==> config.mk <==
export PLATFORM = sky130hd
export DESIGN_NAME = fifo_burst_reader
export DESIGN_NICKNAME = d
export VERILOG_FILES = /design/src/rtl/sdram_fifo_pkg.sv /design/src/rtl/fifo_burst_reader.sv
export SDC_FILE = /design/constraint.sdc
export NUM_CORES = 1
export LEC_CHECK = 0
export ABC_AREA = 1
export CAP_MARGIN = 20
export CORE_MARGIN = 2
export CORE_UTILIZATION = 40
export DETAILED_ROUTE_END_ITERATION = 8
export DONT_BUFFER_PORTS = 1
export REMOVE_ABC_BUFFERS = 1
export SYNTH_ARGS = -nofsm -noshare
export SYNTH_HDL_FRONTEND = slang
export SYNTH_SLANG_ARGS = --single-unit
==> constraint.sdc <==
create_clock -name clk -period 2.3 [get_ports clk]
set_clock_uncertainty 0.2 [all_clocks]
set_input_delay 0.23 -clock clk [delete_from_list [all_inputs] [get_ports clk]]
set_output_delay 0.23 -clock clk [all_outputs]
set_load 0.05 [all_outputs]
==> src/rtl/sdram_fifo_pkg.sv <==
// -----------------------------------------------------------------------------
// sdram_fifo_pkg
// Shared definitions for the host-to-SDRAM word FIFO path.
//   WORD_W         : FIFO / SDRAM write data width
//   BURST_LEN_DEF  : default number of words popped per burst
//   reader_state_e : state encoding of fifo_burst_reader
// Configuration macro: READER_TIMEOUT_EN adds the ST_ERROR state used by the
// reader's empty-FIFO timeout.
// -----------------------------------------------------------------------------
package sdram_fifo_pkg;

    localparam int WORD_W        = 32;
    localparam int BURST_LEN_DEF = 4;

    typedef enum logic [2:0] {
        ST_IDLE    = 3'd0,
        ST_FETCH   = 3'd1,
        ST_CAPTURE = 3'd2,
        ST_SEND    = 3'd3,
        ST_DONE    = 3'd4
`ifdef READER_TIMEOUT_EN
        ,
        ST_ERROR   = 3'd5
`endif
    } reader_state_e;

endpackage : sdram_fifo_pkg

==> src/rtl/fifo_burst_reader.sv <==
// -----------------------------------------------------------------------------
// fifo_burst_reader
// Consumer side of the host-to-SDRAM word FIFO. On burst_start it pops
// BURST_LEN words, one at a time, and offers each to the SDRAM write datapath
// with an incrementing word address over a valid/ready handshake. The FIFO
// read port is registered: fifo_rdata is valid the cycle after the pop.
//
// Ports:
//   clk, rst          : clock (rising edge), asynchronous active-high reset
//   burst_start       : single-cycle request, honoured only when idle
//   start_addr        : first word address, sampled with burst_start
//   busy              : high while a burst is in progress
//   burst_done        : one-cycle pulse when a burst completes
//   fifo_empty        : FIFO empty flag
//   fifo_rdata        : FIFO read data (cycle after fifo_read_enable)
//   fifo_read_enable  : FIFO pop strobe (combinational, never when empty)
//   wr_valid/wr_ready : handshake towards the SDRAM write datapath
//   wr_addr, wr_data  : word address and data, stable while wr_valid && !wr_ready
//   wr_last           : final word of the burst, qualified by wr_valid
//   burst_error       : one-cycle timeout pulse
//
// Configuration macro: READER_TIMEOUT_EN
//   defined   : FETCH gives up after TIMEOUT_CYCLES consecutive empty cycles,
//               pulses burst_error and returns to idle without burst_done.
//   undefined : FETCH waits indefinitely, burst_error is tied low.
// -----------------------------------------------------------------------------
module fifo_burst_reader
    import sdram_fifo_pkg::*;
#(
    parameter int BURST_LEN = BURST_LEN_DEF,
    parameter int ADDR_W    = 22
`ifdef READER_TIMEOUT_EN
    ,
    parameter int TIMEOUT_CYCLES = 255
`endif
) (
    input  logic              clk,
    input  logic              rst,
    input  logic              burst_start,
    input  logic [ADDR_W-1:0] start_addr,
    output logic              busy,
    output logic              burst_done,
    input  logic              fifo_empty,
    input  logic [WORD_W-1:0] fifo_rdata,
    output logic              fifo_read_enable,
    output logic              wr_valid,
    input  logic              wr_ready,
    output logic [ADDR_W-1:0] wr_addr,
    output logic [WORD_W-1:0] wr_data,
    output logic              wr_last,
    output logic              burst_error
);

    localparam int                 CNT_W    = (BURST_LEN > 1) ? $clog2(BURST_LEN) : 1;
    localparam logic [CNT_W-1:0]   LAST_CNT = CNT_W'(BURST_LEN - 1);

    reader_state_e     state_q, state_d;
    logic [ADDR_W-1:0] addr_q, addr_d;
    logic [WORD_W-1:0] data_q, data_d;
    logic [CNT_W-1:0]  word_cnt_q, word_cnt_d;

    // Output flops, loaded from the next-state decode so every output except
    // the pop strobe comes straight from a register.
    logic busy_q, busy_d;
    logic burst_done_q, burst_done_d;
    logic wr_valid_q, wr_valid_d;
    logic wr_last_q, wr_last_d;

`ifdef READER_TIMEOUT_EN
    localparam int              TO_W     = $clog2(TIMEOUT_CYCLES + 1);
    localparam logic [TO_W-1:0] TO_LIMIT = TO_W'(TIMEOUT_CYCLES - 1);

    logic [TO_W-1:0] to_cnt_q, to_cnt_d;
    logic            burst_error_q, burst_error_d;
`endif

    // Next-state, datapath and pop-strobe decode.
    always_comb begin
        state_d          = state_q;
        addr_d           = addr_q;
        data_d           = data_q;
        word_cnt_d       = word_cnt_q;
        fifo_read_enable = 1'b0;
`ifdef READER_TIMEOUT_EN
        to_cnt_d         = to_cnt_q;
`endif

        case (state_q)
            ST_IDLE: begin
`ifdef READER_TIMEOUT_EN
                to_cnt_d = '0;
`endif
                if (burst_start) begin
                    addr_d     = start_addr;
                    word_cnt_d = '0;
                    state_d    = ST_FETCH;
                end else begin
                    state_d    = ST_IDLE;
                end
            end

            ST_FETCH: begin
                if (!fifo_empty) begin
                    fifo_read_enable = 1'b1;
                    state_d          = ST_CAPTURE;
`ifdef READER_TIMEOUT_EN
                    to_cnt_d         = '0;
`endif
                end else begin
`ifdef READER_TIMEOUT_EN
                    // The cycle that would bring the count to TIMEOUT_CYCLES
                    // is the last tolerated one.
                    if (to_cnt_q == TO_LIMIT) begin
                        state_d  = ST_ERROR;
                        to_cnt_d = '0;
                    end else begin
                        state_d  = ST_FETCH;
                        to_cnt_d = to_cnt_q + TO_W'(1);
                    end
`else
                    state_d = ST_FETCH;
`endif
                end
            end

            // Registered FIFO read port: the popped word is on fifo_rdata now.
            ST_CAPTURE: begin
                data_d  = fifo_rdata;
                state_d = ST_SEND;
            end

            ST_SEND: begin
                if (wr_ready) begin
                    if (word_cnt_q == LAST_CNT) begin
                        state_d = ST_DONE;
                    end else begin
                        addr_d     = addr_q + ADDR_W'(1);
                        word_cnt_d = word_cnt_q + CNT_W'(1);
                        state_d    = ST_FETCH;
                    end
                end else begin
                    state_d = ST_SEND;
                end
            end

            // burst_start arriving here is dropped on purpose.
            ST_DONE: begin
                state_d = ST_IDLE;
            end

`ifdef READER_TIMEOUT_EN
            ST_ERROR: begin
                state_d = ST_IDLE;
            end
`endif

            default: begin
                state_d = ST_IDLE;
            end
        endcase

        busy_d       = (state_d != ST_IDLE);
        burst_done_d = (state_d == ST_DONE);
        wr_valid_d   = (state_d == ST_SEND);
        wr_last_d    = (state_d == ST_SEND) && (word_cnt_d == LAST_CNT);
`ifdef READER_TIMEOUT_EN
        burst_error_d = (state_d == ST_ERROR);
`endif
    end

    // State, datapath and output registers.
    always_ff @(posedge clk or posedge rst) begin
        if (rst) begin
            state_q      <= ST_IDLE;
            addr_q       <= '0;
            data_q       <= '0;
            word_cnt_q   <= '0;
            busy_q       <= 1'b0;
            burst_done_q <= 1'b0;
            wr_valid_q   <= 1'b0;
            wr_last_q    <= 1'b0;
`ifdef READER_TIMEOUT_EN
            to_cnt_q      <= '0;
            burst_error_q <= 1'b0;
`endif
        end else begin
            state_q      <= state_d;
            addr_q       <= addr_d;
            data_q       <= data_d;
            word_cnt_q   <= word_cnt_d;
            busy_q       <= busy_d;
            burst_done_q <= burst_done_d;
            wr_valid_q   <= wr_valid_d;
            wr_last_q    <= wr_last_d;
`ifdef READER_TIMEOUT_EN
            to_cnt_q      <= to_cnt_d;
            burst_error_q <= burst_error_d;
`endif
        end
    end

    assign busy       = busy_q;
    assign burst_done = burst_done_q;
    assign wr_valid   = wr_valid_q;
    assign wr_last    = wr_last_q;
    // addr_q / data_q only change on acceptance / capture, so they are
    // stable for the whole time a word is being offered.
    assign wr_addr    = addr_q;
    assign wr_data    = data_q;

`ifdef READER_TIMEOUT_EN
    assign burst_error = burst_error_q;
`else
    assign burst_error = 1'b0;
`endif

endmodule : fifo_burst_reader

==> impl_metrics.py <==
metrics = {
    "run_status": {
        "status": "completed",
    },
    "synth": {
        "synthFlopType": "dfrtp_1",
        "yosysTopAreaCell": "dfrtp_1",
        "synth_area_um2": 3220,
        "synth_top_area_share_pct": 48.9,
        "synthCells": 439,
        "syn_avg_cell_area_um2": 7.34,
        "ys_ff_latch": 63,
        "yosys.cell_types.count": 28,
        "synth_area_leaders": "dfrtp_1 (49%), nand2_1 (23%), nor2_1 (6.8%)",
        "yosysSeqAreaShare_pct": 48.9,
        "yosys-top-cells-count": "nand2_1 (196), dfrtp_1 (63), nor2_1 (58), inv_1 (27), nand3_1 (25)",
        "yosysMostFrequentCell": "nand2_1",
        "async_flop_share_pct": 100,
        "yosysWarnings": 0,
        "synth_edf_count": 0,
    },
    "routing": {
        "first_pass_iters": 4,
        "vias": 3017,
        "vias_per_cell": 4.82,
        "wirelength_um": 8330,
        "first_iter_violations": 147,
        "drc": 0,
        "antenna_left": 0,
        "wire_per_inst_um": 13.3,
    },
    "pwr": {
        "powerDensity_nw_per_um2": 1670,
        "combPwrFrac_pct": 40.8,
        "vdd_ir_drop_max_uv": 895,
        "clock_power_share_pct": 14.8,
        "swShare_pct": 55.3,
        "internal-power_mw": 3.19,
        "power_switching_mw": 3.95,
        "seqPwrFrac_pct": 44.4,
        "cellLeakagePower_nw": 2.11,
    },
    "floorplanning": {
        "ioPinCount": 119,
        "core_area_um2": 7770,
        "die_h_um": 93.8,
        "dieWidth_um": 93.8,
        "dieArea_um2": 8790,
        "initial_core_util_pct": 41.5,
        "num_rows": 32,
    },
    "clock_network": {
        "cts_hold_buffers": 58,
        "cts_root_buf": "clkbuf_8",
        "htreeDepth": 3,
        "postCtsSetupBuffers": 0,
        "worstSkewPairLatency_ns": 0.32,
        "cts_buffers": 9,
        "cts_sinks": 63,
        "clkTransAtPathRegs_ns": 0.07,
        "post_cts_resize_count": 0,
        "cts_tree": "yes",
        "clockBufferDepth": 2,
    },
    "critical_path": {
        "worst-endpoint-arrival_ns": 2.07,
        "critPathRequiredTime_ns": 2.30,
        "crit_fanout": 34,
        "startpoint_type": "register",
        "crit_type": "register to register",
        "r2r_slack_ns": 0.23,
        "crit_path_end_kind": "register",
    },
    "global_routing": {
        "grt_pass1_wl_um": 13600,
        "antenna_found_initial": 0,
        "grt_util_all_layers_pct": 19.6,
        "grt_pass1_vias": 2999,
        "overflow": 0,
        "grt_start_max_net_pins": 38,
    },
    "job": {
        "maxCapViolCount": 0,
    },
    "sta": {
        "layout_setup_ws_ns": 0.227,
        "fin_setup_tns_ns": 0,
        "rsz0062_at_grt": "false",
        "maxSlewViolCount": 0,
        "hold_viol": 0,
        "fin_crit_ns": 2.07,
        "period_share_pct": 90.1,
        "maxSlewHeadroom_pct": 43.5,
        "max_freq_mhz": 482,
        "setup_viol": 0,
        "tightest_slew_ns": 0.844,
    },
    "placement": {
        "place_ws_ns": 0.228,
        "gp_congestion": 0.800,
        "dp_hpwl_um": 5420,
        "placed_cell_area_um2": 3470,
        "portBuffers": 0,
    },
    "finish": {
        "finish.net_count": 580,
        "diodes": 0,
        "drive_above_1_share_pct": 10.1,
        "design_area_um2": 4260,
        "syn_to_final_growth_pct": 32.2,
    },
    "worst_hold_path": {
        "min_path_type": "input pin to register",
    },
}
-- worst max-delay path, cell delays in order (launching register included) --
cell      delay, ns
dfrtp_1        0.39
inv_2          0.09
nand3_4        0.11
o21ai_4        0.68
inv_2          0.23
o211ai_1       0.16
nand2_1        0.08
-- layout make-up --
cell class                      instances  area (µm²)
Tap cell                              102         128
Sequential cell                        63        1580
Inverter                               30         118
Clock buffer                           12         145
Fill cell                             723        3500
Timing Repair Buffer                   85         796
Multi-Input combinational cell        331        1430
Clock inverter                          3        67.6
-- path summary, 6_finish.rpt --
kind / from / to / cells past startpoint
min in group asynchronous: rst / wr_data[15]$_DFFE_PP0P_ / 2
min: burst_start / word_cnt_q[1]$_DFF_PP0_ / 2
max: state_q[2]$_DFF_PP0_ / wr_addr[4]$_DFFE_PP0P_ / 6
max in group asynchronous: rst / wr_data[22]$_DFFE_PP0P_ / 3
max reg2reg: state_q[2]$_DFF_PP0_ / wr_addr[4]$_DFFE_PP0P_ / 6
min reg2reg: word_cnt_q[1]$_DFF_PP0_ / word_cnt_q[1]$_DFF_PP0_ / 1
-- power groups by stage --
| stage | Clock (mW) | Combinational, mW | Sequential (mW) |
|---|---|---|---|
| 4_1_cts | 1.09 | 2.91 | 3.17 |
| 2_1_floorplan | 0 | 1.41 | 3.74 |
| 5_1_grt | 1.14 | 3.24 | 3.25 |
| 3_3_place_gp | 0 | 2.73 | 3.19 |
| 3_5_place_dp | 0 | 2.81 | 3.17 |
| 6_report | 1.05 | 2.91 | 3.17 |
-- registers in the layout, indices dropped and copies added, names as in the netlist --
| signal | cells |
|---|---|
| word_cnt_q | 2 |
| wr_last | 1 |
| burst_done | 1 |
| wr_addr | 22 |
| wr_valid | 1 |
| wr_data | 32 |
| busy | 1 |
| state_q | 3 |
-- layer usage --
metal  up-vias  GRT usage (%)  wire (µm)
met3        10           6.66        676
met4         0           4.83         83
met1      1356           23.9       3560
li1       1521              -          -
met5         -              0          0
met2       130           33.2       4010
-- logic make-up after synthesis --
logic type                 count (synthesis)  synth area share, %
adders and majority gates                  1                0.388
DFF                                       63                 48.9
other                                      1                0.116
and+or+nand+nor                          300                 38.0
AOI/OAI and AO/OA                         21                 3.76
buffers and inverters                     45                 6.67
xor gates and xnor gates                   8                 2.17
-- cells in the final DEF, fill, tap and decap left out, types with 2 or more instances in the layout --
master and n:
nand4_1 8, nor2_2 2, buf_4 26, inv_2 3, nor2_1 58, a21oi_1 2, nand3b_1 2, nor3_1 3
o21ai_0 9, nand2_2 4, xnor2_1 3, o21ai_1 7, xor2_1 5, dfrtp_1 63, nand3_1 25, clkbuf_8 10
nand2_1 196, dlygate4sd3_1 58, clkbuf_1 2, inv_1 26, bufinv_16 2
-- through the flow --
| stage | util (%) | hold slack, ns | total power [mW] | instances |
|---|---|---|---|---|
| floorplan | - | 0.140 | 5.15 | 424 |
| global placement | 44.7 | 0.00468 | 5.91 | 553 |
| detailed placement | 44.7 | 0.00464 | 5.98 | 553 |
| CTS | 54.9 | 0.0000923 | 7.16 | 626 |
| global route | 54.9 | 0.00547 | 7.63 | 626 |
| finish | 54.9 | 0.0138 | 7.13 | 626 |
(Power assumes the default switching activity.)
